===== config.mk =====
export PLATFORM = sky130hd
export DESIGN_NAME = rx_sequencer
export DESIGN_NICKNAME = d
export VERILOG_FILES = /design/src/rtl/rx_sequencer.sv
export SDC_FILE = /design/constraint.sdc
export NUM_CORES = 1
export LEC_CHECK = 0
export CORE_MARGIN = 3
export CORE_UTILIZATION = 60
export CTS_BUF_LIST = sky130_fd_sc_hd__clkbuf_8
export CTS_CLUSTER_SIZE = 24
export DETAILED_ROUTE_END_ITERATION = 6
export PLACE_DENSITY = 0.9
export SYNTH_ARGS = -nofsm -noshare
export SYNTH_HDL_FRONTEND = slang
export SYNTH_SLANG_ARGS = --single-unit
export TNS_END_PERCENT = 100

===== constraint.sdc =====
create_clock -name clk -period 2.9 [get_ports clk]
set_input_delay 0.29 -clock clk [delete_from_list [all_inputs] [get_ports clk]]
set_output_delay 0.29 -clock clk [all_outputs]
set_load 0.01 [all_outputs]

===== src/rtl/rx_sequencer.sv =====
`default_nettype none
// +--------------------------------------------------------------------------+
// | Module   : rx_sequencer                                                  |
// | Purpose  : Deframes one start/data/stop serial frame using mid-bit       |
// |            sampling, with a valid/read handshake to the consumer.        |
// | Revision : 1.0                                                           |
// +--------------------------------------------------------------------------+
module rx_sequencer #(
  parameter int CLKS_PER_BIT = 10,
  parameter int DATA_BITS    = 8
) (
  input  logic                 clk,
  input  logic                 n_rst,
  input  logic                 start_detected,
  input  logic                 serial_in,
  input  logic                 data_read,
  output logic [DATA_BITS-1:0] rx_data,
  output logic                 data_valid,
  output logic                 framing_error,
  output logic                 overrun_error,
  output logic                 busy,
  output logic                 shift_strobe
);

  localparam int TW = $clog2(CLKS_PER_BIT + 1);
  localparam int BW = $clog2(DATA_BITS + 1);
  localparam logic [TW-1:0] C_HALF = TW'(CLKS_PER_BIT / 2);
  localparam logic [TW-1:0] C_FULL = TW'(CLKS_PER_BIT);
  localparam logic [BW-1:0] C_LAST = BW'(DATA_BITS - 1);

  typedef enum logic [2:0] {
    IDLE  = 3'd0,
    START = 3'd1,
    DATA  = 3'd2,
    STOP  = 3'd3,
    LOAD  = 3'd4
  } state_t;

  state_t                 state_q, state_d;
  logic [TW-1:0]          timer_q, timer_d;
  logic [BW-1:0]          bit_cnt_q, bit_cnt_d;
  logic [DATA_BITS-1:0]   shift_q, shift_d;
  logic [DATA_BITS-1:0]   rx_data_q, rx_data_d;
  logic                   valid_q, valid_d;
  logic                   ferr_q, ferr_d;
  logic                   ovr_q, ovr_d;
  logic [DATA_BITS-1:0]   w_shift_in;
  logic                   w_strobe;

  assign w_strobe = (timer_q == C_HALF);

  // A one-bit frame has no upper slice to shift down.
  if (DATA_BITS == 1) begin : g_shift_one
    assign w_shift_in = serial_in;
  end else begin : g_shift_multi
    assign w_shift_in = {serial_in, shift_q[DATA_BITS-1:1]};
  end

  always_ff @(posedge clk or negedge n_rst) begin
    if (!n_rst) begin
      state_q   <= IDLE;
      timer_q   <= '0;
      bit_cnt_q <= '0;
      shift_q   <= '0;
      rx_data_q <= '0;
      valid_q   <= 1'b0;
      ferr_q    <= 1'b0;
      ovr_q     <= 1'b0;
    end else begin
      state_q   <= state_d;
      timer_q   <= timer_d;
      bit_cnt_q <= bit_cnt_d;
      shift_q   <= shift_d;
      rx_data_q <= rx_data_d;
      valid_q   <= valid_d;
      ferr_q    <= ferr_d;
      ovr_q     <= ovr_d;
    end
  end

  always_comb begin
    state_d      = state_q;
    timer_d      = timer_q;
    bit_cnt_d    = bit_cnt_q;
    shift_d      = shift_q;
    rx_data_d    = rx_data_q;
    valid_d      = valid_q;
    ferr_d       = ferr_q;
    ovr_d        = ovr_q;
    shift_strobe = 1'b0;

    // Wrapping to 1 (not 0) keeps strobes exactly CLKS_PER_BIT apart.
    if (state_q == START || state_q == DATA || state_q == STOP) begin
      timer_d = (timer_q == C_FULL) ? TW'(1) : timer_q + 1'b1;
    end

    if (data_read) begin
      valid_d = 1'b0;
      ovr_d   = 1'b0;
    end

    case (state_q)
      IDLE: begin
        if (start_detected) begin
          state_d = START;
          timer_d = '0;
          ferr_d  = 1'b0;
        end
      end
      START: begin
        if (w_strobe) begin
          if (!serial_in) begin
            state_d   = DATA;
            bit_cnt_d = '0;
          end else begin
            state_d = IDLE;
          end
        end
      end
      DATA: begin
        if (w_strobe) begin
          shift_d      = w_shift_in;
          bit_cnt_d    = bit_cnt_q + 1'b1;
          shift_strobe = 1'b1;
          if (bit_cnt_q == C_LAST) begin
            state_d = STOP;
          end
        end
      end
      STOP: begin
        if (w_strobe) begin
          if (serial_in) begin
            state_d = LOAD;
          end else begin
            ferr_d  = 1'b1;
            state_d = IDLE;
          end
        end
      end
      LOAD: begin
        // A coincident read loses to the load but still clears overrun.
        rx_data_d = shift_q;
        valid_d   = 1'b1;
        ovr_d     = valid_q & ~data_read;
        state_d   = IDLE;
      end
      default: begin
        state_d = IDLE;
      end
    endcase
  end

  assign rx_data       = rx_data_q;
  assign data_valid    = valid_q;
  assign framing_error = ferr_q;
  assign overrun_error = ovr_q;
  assign busy          = (state_q != IDLE);

endmodule
`default_nettype wire


Word-level counts from Yosys, hierarchy flattened. Cells that the tools add are included.

$add $sub $neg: 2. Bitwise logic cells: 2. Mux-type cells: 25. Reduce and logical (&&, ||, !) cells: 11. Equal/unequal tests: 14.

Operators with widths (count): 4-bit two-way mux (7); 3-bit two-way mux (6); 2-bit inequality test, second input constant (6); 3-bit one-hot mux with 4 select lines (1); 4-bit by 1-bit adder with 4-bit output, second input constant (2); 4-bit by 3-bit == test with 1-bit output, second input constant (2); 1-bit two-way mux (8); 4-bit one-hot mux with 2 select lines (1); 4-bit AND reduction (2); 3-bit by 2-bit == test with 1-bit output, second input constant (2); 2-bit nonzero test (3); 5-bit AND reduction (1); 4-bit == test, second input constant (1); 3-bit by 1-bit == test with 1-bit output, second input constant (1); 3-bit == test, second input constant (1); 3-bit logical NOT (1); 3-bit nonzero test (1); 1-bit logical OR (2); 2-bit two-way mux (1); 2-bit by 1-bit inequality test with 1-bit output, second input constant (1); 1-bit one-hot mux with 2 select lines (1); 2-bit AND reduction (1); 1-bit bitwise AND (1); 1-bit inverter (1).

Bits of input ports: 5. Output and inout port bits: 13. Register bits: 30.

Longest topological paths before layout.
Depth in word-level cells: 6. Mapped depth: 6.

Worst setup path before layout. Ideal clock, no wire load.

Kind: register to register. From: register state_q[1]. To: register bit_cnt_q[3]. Setup time: 121 ps. Path slack: 1426 ps. Buffers on the path: 1. Arrival: 1353 ps. Cell stages (with the launch flop): 5. Period minus slack after synthesis: 1474 ps. Cell sequence: dfrtp_1 buf_6 or3b_1 a211o_1 a22o_1.

Word-level cells in the longest chain between the ends: 3.

RTL lines: start, declared (RTL line 39) `state_t state_q, state_d;`; start signal, assigned (RTL line 70) `state_q <= state_d;`; 3-bit by 1-bit == test with 1-bit output / 3-bit by 2-bit == test with 1-bit output (equally long branches) (RTL line 102) `case (state_q)`; 2-bit inequality test (no source line) / 2-bit nonzero test (equally long branches); 4-bit AND reduction (no source line); end signal, assigned (RTL line 72) `bit_cnt_q <= bit_cnt_d;`; end, declared (RTL line 41) `logic [BW-1:0] bit_cnt_q, bit_cnt_d;`.

Parallel ways exist; a longest one is shown, timed or not. A chain may end at the register's enable or synchronous reset.

Final worst setup path.
From: register state_q[1]. To: output port shift_strobe.

Word-level cells in the longest chain between the ends: 2.

RTL lines: 3-bit by 2-bit == test with 1-bit output (RTL line 102); 1-bit two-way mux (RTL line 102); end, declared (RTL line 22) `output logic shift_strobe`.

Every way passes these cells.

==> results.sh <==
export IMPL_status="completed"
export IMPL_netlist_top_cells_area="dfrtp_1 57%, mux2_2 7.7%, mux2_1 6.0%, nor2_1 2.3%, nand2_1 1.7%"
export IMPL_grt_start_max_net_pins=31
export IMPL_grt_ovfl_total=0
export IMPL_cts_tree="built"
export IMPL_synth_cells=108
export IMPL_critical_path_class="reg2out"
export IMPL_ios=18
export IMPL_holdWs_ps=393
export IMPL_die_width_um=53.0
export IMPL_rr_worst_depth=3
export IMPL_clockRootBuffer="clkbuf_8"
export IMPL_synth_cell_type_count=38
export IMPL_setup_viol=0
export IMPL_drt_first_pass_iters=4
export IMPL_syn_to_final_growth_pct=21.9
export IMPL_port_buffers=17
export IMPL_grt_pass1_vias=908
export IMPL_start_kind="flip-flop"
export IMPL_crit_required_ps=2610
export IMPL_synth_mux_area_share_pct=15.1
export IMPL_path_clk_slew_ps=70
export IMPL_drtAntennaViolNets=0
export IMPL_rsz0062_at_grt="false"
export IMPL_post_route_util_pct=79.7
export IMPL_die_h_um=53.0
export IMPL_synth_xor_area_share_pct=1.32
export IMPL_initial_core_util_pct=65.4
export IMPL_cts_buffers=5
export IMPL_dieArea_sq_um=2800
export IMPL_yosys_area_top_type="dfrtp_1"
export IMPL_rows=16
export IMPL_tns_ps=0
export IMPL_htreeDepth=2
export IMPL_skew_ps=10.3
export IMPL_clock_latency_ps=280
export IMPL_post_dp_hpwl_um=1680
export IMPL_min_delay_path_class="in2async"
export IMPL_clockBufferDepth=2
export IMPL_drcViolationCount=0
export IMPL_drive_above_1_share_pct=17.4
export IMPL_slew_headroom_pct=68.1
export IMPL_synth_nets=114
export IMPL_tightestPinTransition_ps=478
export IMPL_final_max_slew_viol_count=0
export IMPL_clock_fmax_mhz=421
export IMPL_ctsHoldBuffers=0
export IMPL_p_leak_nw=0.781
export IMPL_vias_per_cell=5.62
export IMPL_synth_top_family_by_area="multiplexers"
export IMPL_num_antenna_cells=0
export IMPL_grt_pass1_wl_um=4100
export IMPL_synthAdderAreaFrac_pct=0.946
export IMPL_antenna_found_initial=0
export IMPL_synth_top_area_share_pct=56.8
export IMPL_crit_path_end_kind="output pin"
export IMPL_cts_sinks=30
export IMPL_ys_warn_count=0
export IMPL_nets=137
export IMPL_drt_iter0_drc=7
export IMPL_grt_util_all_layers_pct=21.5
export IMPL_hold_viol_final=0
export IMPL_gp_congestion=0.859
export IMPL_final_cell_mix="30 x dfrtp_1, 17 x clkdlybuf4s50_1, 9 x mux2_2, 8 x nor2_1, 7 x mux2_1"
export IMPL_netlist_area_sq_um=1320
export IMPL_vdd_drop_max_mv=0.626
export IMPL_wl_per_cell_um=15.3
export IMPL_critical_path_arrival_ps=2090
export IMPL_post_cts_buffers=0
export IMPL_syn_avg_cell_area_sq_um=12.2
export IMPL_drv_cap=0
export IMPL_ys_seq_elements=30
export IMPL_rrSetupSlack_ps=1220
export IMPL_cp_max_fo=11
export IMPL_period_needed_ps=2380
export IMPL_synth_compound_area_share_pct=7.85
export IMPL_powerDensity_nw_per_um2=755
export IMPL_cts_resized=0
export IMPL_yosys_area_share_simple_pct=14.7
export IMPL_drt_total_wl_um=2440
export IMPL_finalCritPeriodShare_pct=81.9
export IMPL_core_area_sq_um=2020
export IMPL_mostFrequentLayoutCell="dfrtp_1"
export IMPL_vias=893
export IMPL_ys_seq_area_share_pct=56.8
[worst max-delay path, stage by stage (launching register included)]
cell             delay (ps)
dfrtp_1                 490
nor3b_2                 290
nand2_1                 340
inv_2                   140
clkdlybuf4s50_1         540
[stage by stage]
| stage | area [sq um] | worst slack, ps | total power, mW | std cells |
|---|---|---|---|---|
| 3_3_place_gp | 1520 | 925 | 0.863 | 151 |
| 3_5_place_dp | 1520 | 836 | 0.885 | 151 |
| 4_1_cts | 1610 | 514 | 1.22 | 159 |
| 6_report | 1610 | 524 | 1.22 | 159 |
| 5_1_grt | 1610 | 391 | 1.29 | 159 |
| 2_1_floorplan | 1320 | 1430 | 0.797 | 108 |
[path summary, 6_finish.rpt]
check                                     end       start
worst max-delay path             shift_strobe  state_q[1]
worst min-delay path             bit_cnt_q[3]       n_rst
worst max register to register     shift_q[5]  state_q[1]
worst min register to register     shift_q[0]  shift_q[0]
max in group asynchronous       framing_error       n_rst
min in group clk                   shift_q[0]  shift_q[0]
[per-layer routing]
layer / GRT usage (%) / up-vias / wire length (um)
met5: 0 / - / 0
li1: - / 427 / -
met3: 5.92 / 7 / 85
met1: 25.1 / 438 / 1070
met2: 34.5 / 21 / 1220
met4: 13.6 / 0 / 59
[cells in the mapped netlist]
cell type and n:
dfrtp_1 30, mux2_2 9, nor2_1 8, mux2_1 7, nand2_1 6, inv_1 5, nand3_1 4, a21oi_1 3
a21o_1 2, a22o_1 2, buf_2 2, mux2i_1 2, nand2b_1 2, o21ai_0 2, a211o_1 1, a211oi_1 1
and2_2 1, and3_1 1, and4b_1 1, and4bb_1 1, buf_6 1, ha_1 1, inv_2 1, nand3b_1 1
nand4_1 1, nand4bb_1 1, nor2b_1 1, nor3_1 1, nor3b_1 1, nor3b_2 1, o21ai_1 1, o21ba_2 1
o22ai_1 1, o311ai_1 1, or3_2 1, or3b_1 1, xnor2_1 1, xor2_1 1
[power by group]
group	total [mW]	internal (mW)	switching (mW)	leakage, nW
Sequential	0.596	0.500	0.0962	0.399
Clock	0.340	0.188	0.152	0.0524
Combinational	0.281	0.151	0.131	0.330
Total	1.22	0.838	0.379	0.781
[cell families after synthesis]
kind of cell | after synthesis
AND/OR/NAND/NOR | 33
flip-flops | 30
XOR/XNOR | 2
multiplexers | 18
adder cells (fa/ha/maj) | 1
AO/OA/AOI/OAI | 15
buffers and inverters | 9
[layout make-up]
| cell class | count | area, sq um |
|---|---|---|
| Multi-Input combinational cell | 69 | 528 |
| Clock inverter | 2 | 8.76 |
| Inverter | 6 | 22.5 |
| Fill cell | 124 | 410 |
| Timing Repair Buffer | 19 | 185 |
| Sequential cell | 30 | 751 |
| Tap cell | 27 | 33.8 |
| Clock buffer | 6 | 82.6 |
[sequential cells by signal (all words and copies together) (netlist names)]
register,flops
shift_q,8
state_q,3
rx_data,8
framing_error,1
overrun_error,1
data_valid,1
timer_q,4
bit_cnt_q,4
(Power assumes the default switching activity.)
